**config.mk**
```make
export PLATFORM = sky130hd
export DESIGN_NAME = div_clk_monitor
export DESIGN_NICKNAME = d
export VERILOG_FILES = /design/src/rtl/div_clk_monitor.sv
export SDC_FILE = /design/constraint.sdc
export NUM_CORES = 1
export LEC_CHECK = 0
export ABC_AREA = 1
export BUFFER_PORTS_ARGS = -buffer_cell sky130_fd_sc_hd__buf_4
export CAP_MARGIN = 20
export CORE_ASPECT_RATIO = 0.7
export CORE_MARGIN = 2
export CORE_UTILIZATION = 55
export CTS_CLUSTER_SIZE = 30
export DETAILED_ROUTE_END_ITERATION = 10
export HOLD_SLACK_MARGIN = 0.03
export PLACE_DENSITY = 0.76
export SETUP_SLACK_MARGIN = 0.05
export SLEW_MARGIN = 15
export SYNTH_ARGS = -nofsm -noshare
export SYNTH_HDL_FRONTEND = slang
export SYNTH_SLANG_ARGS = --single-unit
```
**constraint.sdc**
```tcl
create_clock -name clk_in -period 1.9 [get_ports clk_in]
set_input_delay 0 -clock clk_in [delete_from_list [all_inputs] [get_ports clk_in]]
set_output_delay 0 -clock clk_in [all_outputs]
set_load 0.01 [all_outputs]
```
**src/rtl/div_clk_monitor.sv**
```systemverilog
// div_clk_monitor: watches the /2, /4, /8 outputs of the even clock divider in
// the clk_in domain. For each channel it checks the half-period, tracks lock,
// flags faults and emits a one-cycle rising-edge strobe. It also checks that
// the three outputs rise together while every channel is locked.
//
// Ports:
//   clk_in      sole clock (same clock that drives the divider)
//   rst         synchronous active-high reset
//   div_in[2:0] divided clocks: bit0=/2, bit1=/4, bit2=/8
//   err_clr     clears err/phase_err and returns ERR channels to WAIT
//   rise_pulse  registered one-cycle strobe on a 0->1 transition of div_in[k]
//   locked      channel k is in LOCKED
//   all_locked  AND of locked
//   err         sticky per-channel fault flag
//   phase_err   sticky misalignment flag
module div_clk_monitor #(
  parameter int unsigned LOCK_EDGES = 4,
  parameter int unsigned CNT_W      = 4
) (
  input  logic       clk_in,
  input  logic       rst,
  input  logic [2:0] div_in,
  input  logic       err_clr,
  output logic [2:0] rise_pulse,
  output logic [2:0] locked,
  output logic       all_locked,
  output logic [2:0] err,
  output logic       phase_err
);

  localparam int unsigned NCH = 3;
  localparam int unsigned MW  = CNT_W + 1;

  typedef enum logic [1:0] {
    ST_WAIT,
    ST_ACQ,
    ST_LOCKED,
    ST_ERR
  } state_t;

  state_t           state_q [NCH];
  state_t           state_d [NCH];
  logic [CNT_W-1:0] hp_q    [NCH];
  logic [CNT_W-1:0] hp_d    [NCH];
  logic [CNT_W-1:0] gcnt_q  [NCH];
  logic [CNT_W-1:0] gcnt_d  [NCH];
  logic [MW-1:0]    meas_c  [NCH];

  logic           prime_q;
  logic [NCH-1:0] prev_q;
  logic [NCH-1:0] edg_c;
  logic [NCH-1:0] rise_c;
  logic [NCH-1:0] good_c;
  logic [NCH-1:0] bad_c;
  logic [NCH-1:0] err_d;
  logic [NCH-1:0] locked_d;
  logic           all_locked_d;
  logic           phase_err_d;

  // Expected half-period in clk_in cycles: 1, 2, 4 for /2, /4, /8.
  function automatic logic [MW-1:0] exp_half(input int k);
    return MW'(1) << k;
  endfunction

  // State register; reset clears every register with no retention.
  always_ff @(posedge clk_in) begin
    if (rst) begin
      prime_q    <= 1'b0;
      prev_q     <= '0;
      rise_pulse <= '0;
      locked     <= '0;
      all_locked <= 1'b0;
      err        <= '0;
      phase_err  <= 1'b0;
      for (int k = 0; k < NCH; k++) begin
        state_q[k] <= ST_WAIT;
        hp_q[k]    <= '0;
        gcnt_q[k]  <= '0;
      end
    end else begin
      prime_q    <= 1'b1;
      prev_q     <= div_in;
      rise_pulse <= rise_c;
      locked     <= locked_d;
      all_locked <= all_locked_d;
      err        <= err_d;
      phase_err  <= phase_err_d;
      for (int k = 0; k < NCH; k++) begin
        state_q[k] <= state_d[k];
        hp_q[k]    <= hp_d[k];
        gcnt_q[k]  <= gcnt_d[k];
      end
    end
  end

  // Next-state and output logic.
  always_comb begin
    edg_c        = prime_q ? (div_in ^ prev_q) : '0;
    rise_c       = edg_c & div_in;
    good_c       = '0;
    bad_c        = '0;
    err_d        = err;
    locked_d     = '0;
    all_locked_d = 1'b0;
    phase_err_d  = phase_err;

    for (int k = 0; k < NCH; k++) begin
      state_d[k] = state_q[k];
      hp_d[k]    = hp_q[k];
      gcnt_d[k]  = gcnt_q[k];
      // Measured half-period uses the pre-update counter.
      meas_c[k]  = {1'b0, hp_q[k]} + MW'(1);

      good_c[k] = edg_c[k] & (meas_c[k] == exp_half(k));
      // Missed edge is caught in the very cycle the edge was due.
      bad_c[k]  = (edg_c[k] & (meas_c[k] != exp_half(k))) |
                  (~edg_c[k] & ({1'b0, hp_q[k]} == exp_half(k) - MW'(1)));

      if (edg_c[k]) begin
        hp_d[k] = '0;
      end else if (hp_q[k] != '1) begin
        hp_d[k] = hp_q[k] + CNT_W'(1);
      end

      unique case (state_q[k])
        ST_WAIT: begin
          if (edg_c[k]) begin
            state_d[k] = ST_ACQ;
            gcnt_d[k]  = '0;
          end
        end
        ST_ACQ: begin
          if (good_c[k]) begin
            gcnt_d[k] = gcnt_q[k] + CNT_W'(1);
            if (gcnt_q[k] + CNT_W'(1) == CNT_W'(LOCK_EDGES)) begin
              state_d[k] = ST_LOCKED;
            end
          end else if (bad_c[k]) begin
            gcnt_d[k] = '0;
          end
        end
        ST_LOCKED: begin
          if (bad_c[k]) begin
            state_d[k] = ST_ERR;
            err_d[k]   = 1'b1;
          end
        end
        ST_ERR: begin
          if (err_clr) begin
            state_d[k] = ST_WAIT;
            hp_d[k]    = '0;
          end
        end
        default: state_d[k] = ST_WAIT;
      endcase

      locked_d[k] = (state_d[k] == ST_LOCKED);
    end

    all_locked_d = &locked_d;

    // Phase check runs off the current (registered) lock status.
    if (all_locked && rise_c[2] && !(rise_c[0] && rise_c[1])) begin
      phase_err_d = 1'b1;
    end

    // Clear wins over any flag set in the same cycle.
    if (err_clr) begin
      err_d       = '0;
      phase_err_d = 1'b0;
    end
  end

endmodule

```
==> results of run 1 <==
[cell type report]
type | count | area share
Tap cell | 52 | 0.0248
Clock inverter | 3 | 0.00668
Timing Repair Buffer | 20 | 0.0610
Clock buffer | 5 | 0.0262
Sequential cell | 45 | 0.343
Inverter | 56 | 0.0801
Multi-Input combinational cell | 221 | 0.458
[power breakdown]
part | leakage (uW) | total [uW] | internal [uW] | switching, uW
logic | 0.000837 | 267 | 98.4 | 169
clock network | 0.0000439 | 581 | 254 | 327
registers | 0.000366 | 1020 | 981 | 38.4
total | 0.00125 | 1870 | 1330 | 534
[sequential cells by signal, summed over array words and instances (netlist names), 3 cells and up]
register,flops
prev_q,3
hp_q,12
gcnt_q,12
state_q,6
rise_pulse,3
locked,3
err,3
[cell usage after synthesis]
master,instances
sky130_fd_sc_hd__a211oi_1,2
sky130_fd_sc_hd__a21oi_1,22
sky130_fd_sc_hd__a31oi_1,1
sky130_fd_sc_hd__and2_1,2
sky130_fd_sc_hd__buf_1,1
sky130_fd_sc_hd__buf_2,1
sky130_fd_sc_hd__clkinv_1,1
sky130_fd_sc_hd__dfxtp_1,45
sky130_fd_sc_hd__ha_1,13
sky130_fd_sc_hd__inv_1,41
sky130_fd_sc_hd__inv_2,14
sky130_fd_sc_hd__nand2_1,74
sky130_fd_sc_hd__nand2_2,5
sky130_fd_sc_hd__nand3_1,20
sky130_fd_sc_hd__nand3_2,6
sky130_fd_sc_hd__nand3_4,1
sky130_fd_sc_hd__nand4_1,11
sky130_fd_sc_hd__nand4_2,1
sky130_fd_sc_hd__nor2_1,33
sky130_fd_sc_hd__nor2_2,3
sky130_fd_sc_hd__nor2_4,3
sky130_fd_sc_hd__nor3_1,5
sky130_fd_sc_hd__nor3b_1,1
sky130_fd_sc_hd__o211ai_1,1
sky130_fd_sc_hd__o21ai_0,9
sky130_fd_sc_hd__or2_1,1
sky130_fd_sc_hd__or2_2,1
sky130_fd_sc_hd__xnor2_1,2
sky130_fd_sc_hd__xor2_1,4
[cells in the final DEF, fill, tap and decap left out]
cell type	count
sky130_fd_sc_hd__nor3b_1	1
sky130_fd_sc_hd__a31oi_1	1
sky130_fd_sc_hd__xor2_1	4
sky130_fd_sc_hd__nand2_2	5
sky130_fd_sc_hd__clkinvlp_4	1
sky130_fd_sc_hd__dfxtp_1	45
sky130_fd_sc_hd__nor3_1	5
sky130_fd_sc_hd__clkbuf_8	5
sky130_fd_sc_hd__nor2_1	33
sky130_fd_sc_hd__nand2_1	74
sky130_fd_sc_hd__or2_2	1
sky130_fd_sc_hd__nand3_4	1
sky130_fd_sc_hd__inv_1	41
sky130_fd_sc_hd__dlygate4sd3_1	4
sky130_fd_sc_hd__clkinv_1	1
sky130_fd_sc_hd__nand3_1	20
sky130_fd_sc_hd__nand4_1	11
sky130_fd_sc_hd__ha_1	13
sky130_fd_sc_hd__clkinv_2	2
sky130_fd_sc_hd__nor2_2	3
sky130_fd_sc_hd__nor2_4	3
sky130_fd_sc_hd__and2_1	2
sky130_fd_sc_hd__o21ai_0	9
sky130_fd_sc_hd__a211oi_1	2
sky130_fd_sc_hd__buf_4	16
sky130_fd_sc_hd__a21oi_1	22
sky130_fd_sc_hd__nand4_2	1
sky130_fd_sc_hd__xnor2_1	2
sky130_fd_sc_hd__nand3_2	6
sky130_fd_sc_hd__o211ai_1	1
sky130_fd_sc_hd__inv_2	14
sky130_fd_sc_hd__or2_1	1
[stage by stage]
| step | instances | total power, uW | utilization | instance area, um^2 |
|---|---|---|---|---|
| after floorplan | 324 | 1230 | - | 2320 |
| after global placement | 390 | 1300 | 0.625 | 2500 |
| after detailed placement | 390 | 1300 | 0.625 | 2500 |
| after CTS | 402 | 1880 | 0.657 | 2620 |
| after global routing | 402 | 1970 | 0.657 | 2620 |
| final | 402 | 1870 | 0.657 | 2620 |
[worst paths after layout]
| check | end | slack [ns] | cells after the start |
|---|---|---|---|
| max | locked[0] | 0.25 | 11 |
| min | prev_q[0] | 0.06 | 2 |
| max reg2reg | locked[0] | 0.25 | 11 |
| min reg2reg | phase_err | 0.46 | 2 |
[per-layer routing]
layer,GRT usage,up-vias,share of wire
li1,-,1079,-
met1,0.308,890,0.53
met2,0.331,31,0.43
met3,0.0491,2,0.036
met4,0.0571,0,0.0055
met5,0,-,0
[worst register-to-register path, cell delays in order, from the launching register on]
cell and delay (ns):
sky130_fd_sc_hd__dfxtp_1 0.43, sky130_fd_sc_hd__ha_1 0.21, sky130_fd_sc_hd__nand2_2 0.08, sky130_fd_sc_hd__nor2_4 0.19
sky130_fd_sc_hd__inv_2 0.05, sky130_fd_sc_hd__o21ai_0 0.09, sky130_fd_sc_hd__nor2_1 0.07, sky130_fd_sc_hd__nand3_2 0.06
sky130_fd_sc_hd__nand2_1 0.05, sky130_fd_sc_hd__nand2_1 0.07, sky130_fd_sc_hd__nand2_1 0.08, sky130_fd_sc_hd__and2_1 0.16
[kinds of logic after synthesis]
family          count (synthesis)  synth area share
compound gates                 35            0.0792
xor+xnor                        6            0.0226
fa+ha+maj                      13            0.0701
buf+inv                        58            0.0943
flops                          45             0.388
simple gates                  167             0.346
[repair_timing]
action	CTS	global route
buffers inserted	0	0
hold buffers	4	0
endpoints found under the hold margin	8	0
==> impl_metrics.env, run 1 <==
export IMPL_status="completed"
export IMPL_start_kind="flip-flop"
export IMPL_number_of_global_route_vias_before_repair=1830
export IMPL_fin_worst_hold_slack_ns=0.0612
export IMPL_cts_resized=0
export IMPL_hpwl_after_detailed_placement_mm=3.43
export IMPL_synthToLayoutAreaGrowth_pct=13.0
export IMPL_ys_seq_area_frac=0.388
export IMPL_post_drt_wl_per_cell_um=11.3
export IMPL_synth_warnings=0
export IMPL_dr_iter_0_viols=72
export IMPL_floorplan_io_pins=17
export IMPL_grt_pass1_wl_mm=7.92
export IMPL_numCtsBuffers=5
export IMPL_syn_num_nets=343
export IMPL_gp_congestion=0.845
export IMPL_hold_viol=0
export IMPL_dr_total_vias=2002
export IMPL_cts_clk_slew_worst_paths_ns=0.09
export IMPL_crit_arrival_ns=1.84
export IMPL_port_buffer_count=16
export IMPL_rows=19
export IMPL_total_leakage_power_uw=0.00125
export IMPL_clock_skew_final_ns=0.00324
export IMPL_synth_top_cells_by_area="sky130_fd_sc_hd__dfxtp_1 (39%), sky130_fd_sc_hd__nand2_1 (12%), sky130_fd_sc_hd__ha_1 (7.0%)"
export IMPL_grt_setup_unrepaired="false"
export IMPL_vdd_ir_drop_worst_v=0.000685
export IMPL_worst_hold_path_type="in -> reg"
export IMPL_worst_path_buf_inv=1
export IMPL_cellPowerDensity_nw_per_um2=712
export IMPL_die_area_um2=4760
export IMPL_clockBufferDepth=2
export IMPL_flip_flop_and_latch_count_after_synthesis=45
export IMPL_yosys_area_top_type="sky130_fd_sc_hd__dfxtp_1"
export IMPL_setup_slack_after_layout_ns=0.246
export IMPL_mappedNetlistArea_um2=2320
export IMPL_vias_per_cell=4.98
export IMPL_crit_path_max_incr_delay_ns=0.43
export IMPL_die_height_um=58.4
export IMPL_endpoint_kind="flip-flop"
export IMPL_dp_worst_setup_slack_ns=0.283
export IMPL_worst_endpoint_required_ns=2.09
export IMPL_antenna_left=0
export IMPL_critPathTopFamily="simple AND/OR/NAND/NOR gates"
export IMPL_initial_cell_density_of_the_core=0.581
export IMPL_timing_worst_setup_path_type="reg -> reg"
export IMPL_finalCriticalPeriod_ns=1.65
export IMPL_grt_start_max_net_pins=24
export IMPL_register_area_um2=901
export IMPL_number_of_max_slew_violations_in_the_final_report=0
export IMPL_chipWidth_um=81.6
export IMPL_final_period_utilization=0.871
export IMPL_setup_viol=0
export IMPL_number_of_distinct_standard_cells_referenced_by_the_synthesized_netlist=29
export IMPL_crit_path_start="hp_q[0][0]"
export IMPL_grt_overflow_total=0
export IMPL_cts_tree="done"
export IMPL_cts_sinks=45
export IMPL_worst_path_most_repeated_cell="sky130_fd_sc_hd__nand2_1"
export IMPL_postSynthCellCount=324
export IMPL_maxSlewHeadroom=0.737
export IMPL_drc_violations_left=0
export IMPL_maxCapViolCount=0
export IMPL_path_max_fanout=5
export IMPL_number_of_antenna_violations_at_the_first_check_in_global_routing=0
export IMPL_finish_net_count=368
export IMPL_synth_area_per_cell_um2=7.16
export IMPL_core_um2=3990
export IMPL_setup_total_negative_slack_ns=0
export IMPL_groute_usage_overall=0.215
export IMPL_critical_path_reg2reg_startpoint="hp_q[0][0]"
export IMPL_detail_route_first_pass_iterations=4
export IMPL_cts_htree_levels=2
export IMPL_root_buffer="sky130_fd_sc_hd__clkbuf_8"
export IMPL_max_freq_mhz=604
export IMPL_timing_critical_path_cells="ha_1 -> nand2_2 -> nor2_4 -> inv_2 -> o21ai_0 -> nor2_1 -> nand3_2 -> nand2_1 -> nand2_1 -> nand2_1 -> and2_1"
export IMPL_filler_cell_count=366
export IMPL_max_slew_worst_pin_slew_ns=0.392
export IMPL_worst_path_max_delay_cell="sky130_fd_sc_hd__dfxtp_1"
export IMPL_clock_insertion_delay_worst_skew_ns=0.29
export IMPL_multi_input_comb_area_um2=1200
export IMPL_drt_wl_total_mm=4.56
export IMPL_drive_above_1_share=0.166
export IMPL_min_delay_start="rst"
export IMPL_antennaDiodeCount=0
export IMPL_netlist_area_leader_share=0.388
No activity file was read; power rests on OpenSTA's default activity.
==> inputs of run 2 (changes only) <==
Settings changed: CORE_UTILIZATION 55 to 50, PLACE_DENSITY 0.76 to 0.7, SETUP_SLACK_MARGIN 0.05 to 0.5.
==> run 2 against run 1 <==
Clock skew barely moved. Clock-buffer cell count up 1. Cell area is 8.7% higher. Hold slack worse by 0.018 ns. Sequential share of layout area shrank 1.7 points. Final cell count increased by 2.5%. Die area increased by 9.4%. Sequential power about the same. Register-to-register slack improved by 0.21 ns. Combinational power is 19% higher. Critical path depth stayed put. Core utilization down 0.95 points. Critical endpoint is now all_locked. Largest cell class unchanged. Highest routed layer unchanged.
==> impl_metrics.env, run 2 (synthesis results as in run 1) <==
export IMPL_cts_htree_levels=2
export IMPL_mostFrequentLayoutCells="sky130_fd_sc_hd__nand2_1 (65), sky130_fd_sc_hd__inv_1 (38), sky130_fd_sc_hd__dfxtp_1 (33)"
export IMPL_setup_viol=0
export IMPL_grt_setup_unrepaired="true"
export IMPL_number_of_global_route_vias_before_repair=1821
export IMPL_max_freq_mhz=692
export IMPL_worst_endpoint_required_ns=2.14
export IMPL_number_of_antenna_violations_at_the_first_check_in_global_routing=0
export IMPL_power_share_combinational=0.166
export IMPL_antennaDiodeCount=0
export IMPL_final_period_utilization=0.760
export IMPL_worst_hold_path_type="in -> reg"
export IMPL_hpwl_after_detailed_placement_mm=3.49
export IMPL_dr_iter_0_viols=86
export IMPL_total_power_uw=1900
export IMPL_max_slew_worst_pin_slew_ns=0.363
export IMPL_filler_cell_count=391
export IMPL_switching_share=0.284
export IMPL_hold_viol=0
export IMPL_cts_tree="done"
export IMPL_layout_top_registers="gcnt_q x12, hp_q x12, state_q x6"
export IMPL_timing_worst_setup_path_type="reg -> reg"
export IMPL_finish_net_count=375
export IMPL_clockBufferDepth=2
export IMPL_start_kind="flip-flop"
export IMPL_total_leakage_power_uw=0.00133
export IMPL_cts_clk_slew_worst_paths_ns=0.08
export IMPL_setup_total_negative_slack_ns=0
export IMPL_seq_power_share=0.538
export IMPL_placedInstanceArea_um2=2520
export IMPL_root_buffer="sky130_fd_sc_hd__clkbuf_8"
export IMPL_finalCriticalPeriod_ns=1.44
export IMPL_p_int_uw=1360
export IMPL_crit_arrival_ns=1.69
export IMPL_drt_wl_total_mm=4.74
export IMPL_chipWidth_um=85.4
export IMPL_die_height_um=61.0
export IMPL_status="completed"
export IMPL_post_drt_wl_per_cell_um=11.5
export IMPL_floorplan_io_pins=17
export IMPL_cts_sinks=45
export IMPL_initial_cell_density_of_the_core=0.527
export IMPL_grt_start_max_net_pins=24
export IMPL_die_area_um2=5210
export IMPL_maxCapViolCount=0
export IMPL_port_buffer_count=16
export IMPL_dr_total_vias=2025
export IMPL_groute_usage_overall=0.199
export IMPL_core_um2=4400
export IMPL_gp_congestion=0.918
export IMPL_clock_skew_final_ns=0.00337
export IMPL_layout_cells_most_common="sky130_fd_sc_hd__nand2_1"
export IMPL_rows=20
export IMPL_drc_violations_left=0
export IMPL_grt_pass1_wl_mm=8.02
export IMPL_clkPwrFrac=0.296
export IMPL_vdd_ir_drop_worst_v=0.000441
export IMPL_path_max_fanout=4
export IMPL_clock_insertion_delay_worst_skew_ns=0.30
export IMPL_maxSlewHeadroom=0.757
export IMPL_vias_per_cell=4.92
export IMPL_drive_above_1_share=0.289
export IMPL_antenna_left=0
export IMPL_fin_area_um2=2850
export IMPL_number_of_max_slew_violations_in_the_final_report=0
export IMPL_numCtsBuffers=5
export IMPL_p_switching_uw=540
export IMPL_synthToLayoutAreaGrowth_pct=22.9
export IMPL_grt_overflow_total=0
export IMPL_detail_route_first_pass_iterations=4
export IMPL_cellPowerDensity_nw_per_um2=667
export IMPL_final_core_utilization=0.647
export IMPL_endpoint_kind="flip-flop"
[run 2: cell types whose count changed in the layout (fill, tap and decap cells not counted), sizes merged]
cell	change
buf	+7
clkbuf	+1
clkinvlp	-1
[run 2: worst max-delay path, stage by stage, from the launching register on]
cell and delay, ns:
sky130_fd_sc_hd__dfxtp_4 0.38, sky130_fd_sc_hd__ha_4 0.16, sky130_fd_sc_hd__inv_2 0.04, sky130_fd_sc_hd__nand2_2 0.07, sky130_fd_sc_hd__nand3_2 0.09, sky130_fd_sc_hd__nor2_4 0.15
sky130_fd_sc_hd__nand2_2 0.07, sky130_fd_sc_hd__nand2_2 0.07, sky130_fd_sc_hd__nand4_2 0.11, sky130_fd_sc_hd__nor2_2 0.13, sky130_fd_sc_hd__nand2_1 0.06, sky130_fd_sc_hd__nor2_1 0.07
[run 2: final cells by class]
class / instances / area [um^2] / share of cell area
flip-flops and latches: 45 / 931 / 0.326
clock buffers: 6 / 72.6 / 0.0254
clock inverters: 2 / 10.0 / 0.00351
inverters: 56 / 213 / 0.0746
multi-input cells: 221 / 1340 / 0.471
repair buffers: 27 / 213 / 0.0746
well taps: 55 / 68.8 / 0.0241
[run 2: power groups by stage]
stage,sequential (uW),combinational (uW),clock (uW)
3_5_place_dp,1040,260,0
4_1_cts,1020,285,589
5_1_grt,1030,362,632
2_1_floorplan,1040,192,0
3_3_place_gp,1040,258,0
6_report,1020,317,563
[run 2: stage by stage]
stage | setup WS (ns) | hold WS [ns] | instances
CTS | 0.452 | 0.0319 | 410
global placement | 0.378 | 0.238 | 393
floorplan | 0.517 | 0.118 | 324
global route | 0.306 | 0.0330 | 412
finish | 0.456 | 0.0431 | 412
detailed placement | 0.316 | 0.242 | 393
[run 2: path summary, 6_finish.rpt]
| kind | startpoint | endpoint | slack, ns | depth (start not counted) |
|---|---|---|---|---|
| max | hp_q[0][9] | all_locked | 0.46 | 11 |
| min | rst | prev_q[1] | 0.04 | 2 |
| min reg2reg | err[2] | err[2] | 0.46 | 2 |
| max reg2reg | hp_q[0][9] | all_locked | 0.46 | 11 |
[run 2: layer usage]
layer  share of wire  wire length (um)  track usage
met2            0.45              2120        0.318
met1            0.50              2390        0.265
met4          0.0038                18       0.0544
met5               0                 0            0
met3           0.045               211       0.0653
[run 2: repair_timing]
item | in CTS | in global routing
setup endpoints to repair | 14 | 25
buffers inserted | 5 | 2
hold buffers | 4 | 0
pin swaps | 5 | 18
resized for setup | 25 | 25
hold endpoints to repair | 8 | 0
==> inputs of run 3 (changes only) <==
Clock period 1.9 ns to 1.4 ns, I/O delays scaled along.
==> run 3 against run 2 <==
The flow now finishes with violations (setup timing). Register-to-register slack worse by 0.54 ns. Core utilization up 11 points. Clock skew grew 0.0025 ns.
==> impl_metrics.env, run 3 (synthesis results as in run 1) <==
export IMPL_dp_worst_setup_slack_ns=-0.0575
export IMPL_initial_cell_density_of_the_core=0.527
export IMPL_die_area_um2=5210
export IMPL_antenna_left=0
export IMPL_start_kind="flip-flop"
export IMPL_root_buffer="sky130_fd_sc_hd__clkbuf_8"
export IMPL_drive_above_1_share=0.443
export IMPL_worst_endpoint_required_ns=1.63
export IMPL_register_area_um2=936
export IMPL_detail_route_wirelength_met1_mm=2.85
export IMPL_maxSlewHeadroom=0.799
export IMPL_hold_viol=0
export IMPL_grt_pass1_wl_mm=8.83
export IMPL_antennaDiodeCount=0
export IMPL_hpwl_after_detailed_placement_mm=3.64
export IMPL_final_cells=448
export IMPL_finish_net_count=411
export IMPL_max_slew_worst_pin_slew_ns=0.301
export IMPL_dr_iter_0_viols=97
export IMPL_endpoint_kind="flip-flop"
export IMPL_cts_sinks=45
export IMPL_post_drt_wl_per_cell_um=12.8
export IMPL_finalCriticalPeriod_ns=1.49
export IMPL_rows=20
export IMPL_detail_route_first_pass_iterations=4
export IMPL_dr_total_vias=2207
export IMPL_maxUsedRoutingLayer="met4"
export IMPL_filler_cell_count=308
export IMPL_number_of_max_slew_violations_in_the_final_report=0
export IMPL_vias_per_cell=4.93
export IMPL_cts_clk_slew_worst_paths_ns=0.09
export IMPL_clock_insertion_delay_worst_skew_ns=0.30
export IMPL_setup_slack_after_layout_ns=-0.0874
export IMPL_number_of_global_route_vias_before_repair=1957
export IMPL_vdd_ir_drop_worst_v=0.000558
export IMPL_clock_skew_final_ns=0.00586
export IMPL_grt_overflow_total=0
export IMPL_mostFrequentLayoutCells="sky130_fd_sc_hd__nand2_1 (62), sky130_fd_sc_hd__buf_4 (45), sky130_fd_sc_hd__inv_1 (32)"
export IMPL_path_max_fanout=5
export IMPL_maxCapViolCount=0
export IMPL_placed_cells=411
export IMPL_multi_input_comb_area_um2=1490
export IMPL_groute_usage_overall=0.218
export IMPL_cts_tree="done"
export IMPL_core_um2=4400
export IMPL_route_met3_wl_um=217
export IMPL_layout_top_registers="gcnt_q x12, hp_q x12, state_q x6"
export IMPL_total_power_uw=2760
export IMPL_total_leakage_power_uw=0.00155
export IMPL_violations="setup timing"
export IMPL_timing_worst_setup_path_type="reg -> reg"
export IMPL_gp_congestion=0.898
export IMPL_drt_wl_total_mm=5.74
export IMPL_cellPowerDensity_nw_per_um2=828
export IMPL_status="complete, but fails checks"
export IMPL_synthToLayoutAreaGrowth_pct=43.8
export IMPL_setup_viol=13
export IMPL_die_height_um=61.0
export IMPL_drc_violations_left=0
export IMPL_routed_wl_met2_mm=2.59
export IMPL_cts_htree_levels=2
export IMPL_max_freq_mhz=672
export IMPL_chipWidth_um=85.4
export IMPL_crit_path_max_incr_delay_ns=0.39
export IMPL_clockBufferDepth=2
export IMPL_worst_path_max_delay_cell="sky130_fd_sc_hd__dfxtp_4"
export IMPL_timing_critical_path_cells="ha_4 -> inv_2 -> nand2_2 -> nand3_2 -> nor2_4 -> nand2_2 -> nand2_4 -> nand4_4 -> nor2_4 -> nand2_1 -> nor2_1"
export IMPL_port_buffer_count=16
export IMPL_floorplan_io_pins=17
export IMPL_worst_hold_path_type="in -> reg"
export IMPL_final_period_utilization=1.06
export IMPL_layout_cells_most_common="sky130_fd_sc_hd__nand2_1"
export IMPL_grt_setup_unrepaired="true"
export IMPL_grt_start_max_net_pins=24
export IMPL_numCtsBuffers=5
export IMPL_number_of_antenna_violations_at_the_first_check_in_global_routing=0
export IMPL_crit_arrival_ns=1.72
-- run 3: cell type report --
cell class,instances,area share
timing repair buffer,63,0.162
clock inverter,1,0.00150
tap,55,0.0206
multi-input combinational,221,0.448
sequential,45,0.280
clock buffer,7,0.0229
inverter,56,0.0652
-- run 3: layer usage --
| metal | track usage | vias up |
|---|---|---|
| met5 | 0 | - |
| met4 | 0.0544 | 0 |
| met3 | 0.0463 | 9 |
| met2 | 0.347 | 40 |
| met1 | 0.308 | 983 |
| li1 | - | 1175 |
-- run 3: worst paths after layout --
| path | from | endpoint | cells past startpoint | slack (ns) |
|---|---|---|---|---|
| hold reg to reg | err[1] | err[1] | 2 | 0.46 |
| setup / recovery | hp_q[0][9] | all_locked | 11 | -0.09 |
| hold / removal | err_clr | hp_q[0][9] | 4 | 0.03 |
| setup reg to reg | hp_q[0][9] | all_locked | 11 | -0.09 |
-- run 3: power breakdown --
part	switching [uW]	internal, uW	total, uW
clock network	436	351	787
registers	63.2	1330	1390
logic	328	255	583
total	827	1940	2760
-- run 3: metrics by stage --
stage	cell area, um^2	setup TNS [ns]	util	hold slack, ns
final	3340	-0.502	0.758	0.0320
after global routing	3340	-2.31	0.758	0.0376
after CTS	3130	-0.0737	0.710	0.0549
after detailed placement	2770	-0.142	0.629	0.257
after global placement	2770	-0.0690	0.629	0.245
after floorplan	2450	0	-	0.118
-- run 3: timing repair --
item                       CTS  global route
hold endpoints to repair     7             0
hold buffers                 3             0
pin swaps                   24            14
setup buffers               15            11
gates resized for setup     41            35
setup endpoints to repair   38            40
-- run 3: worst max-delay path, delay by kind of cell (launching register included) --
kind	cells	cell delay [ns]
buffers and inverters	1	0.04
adders and majority gates	1	0.17
and+or+nand+nor	9	0.82
DFF	1	0.39
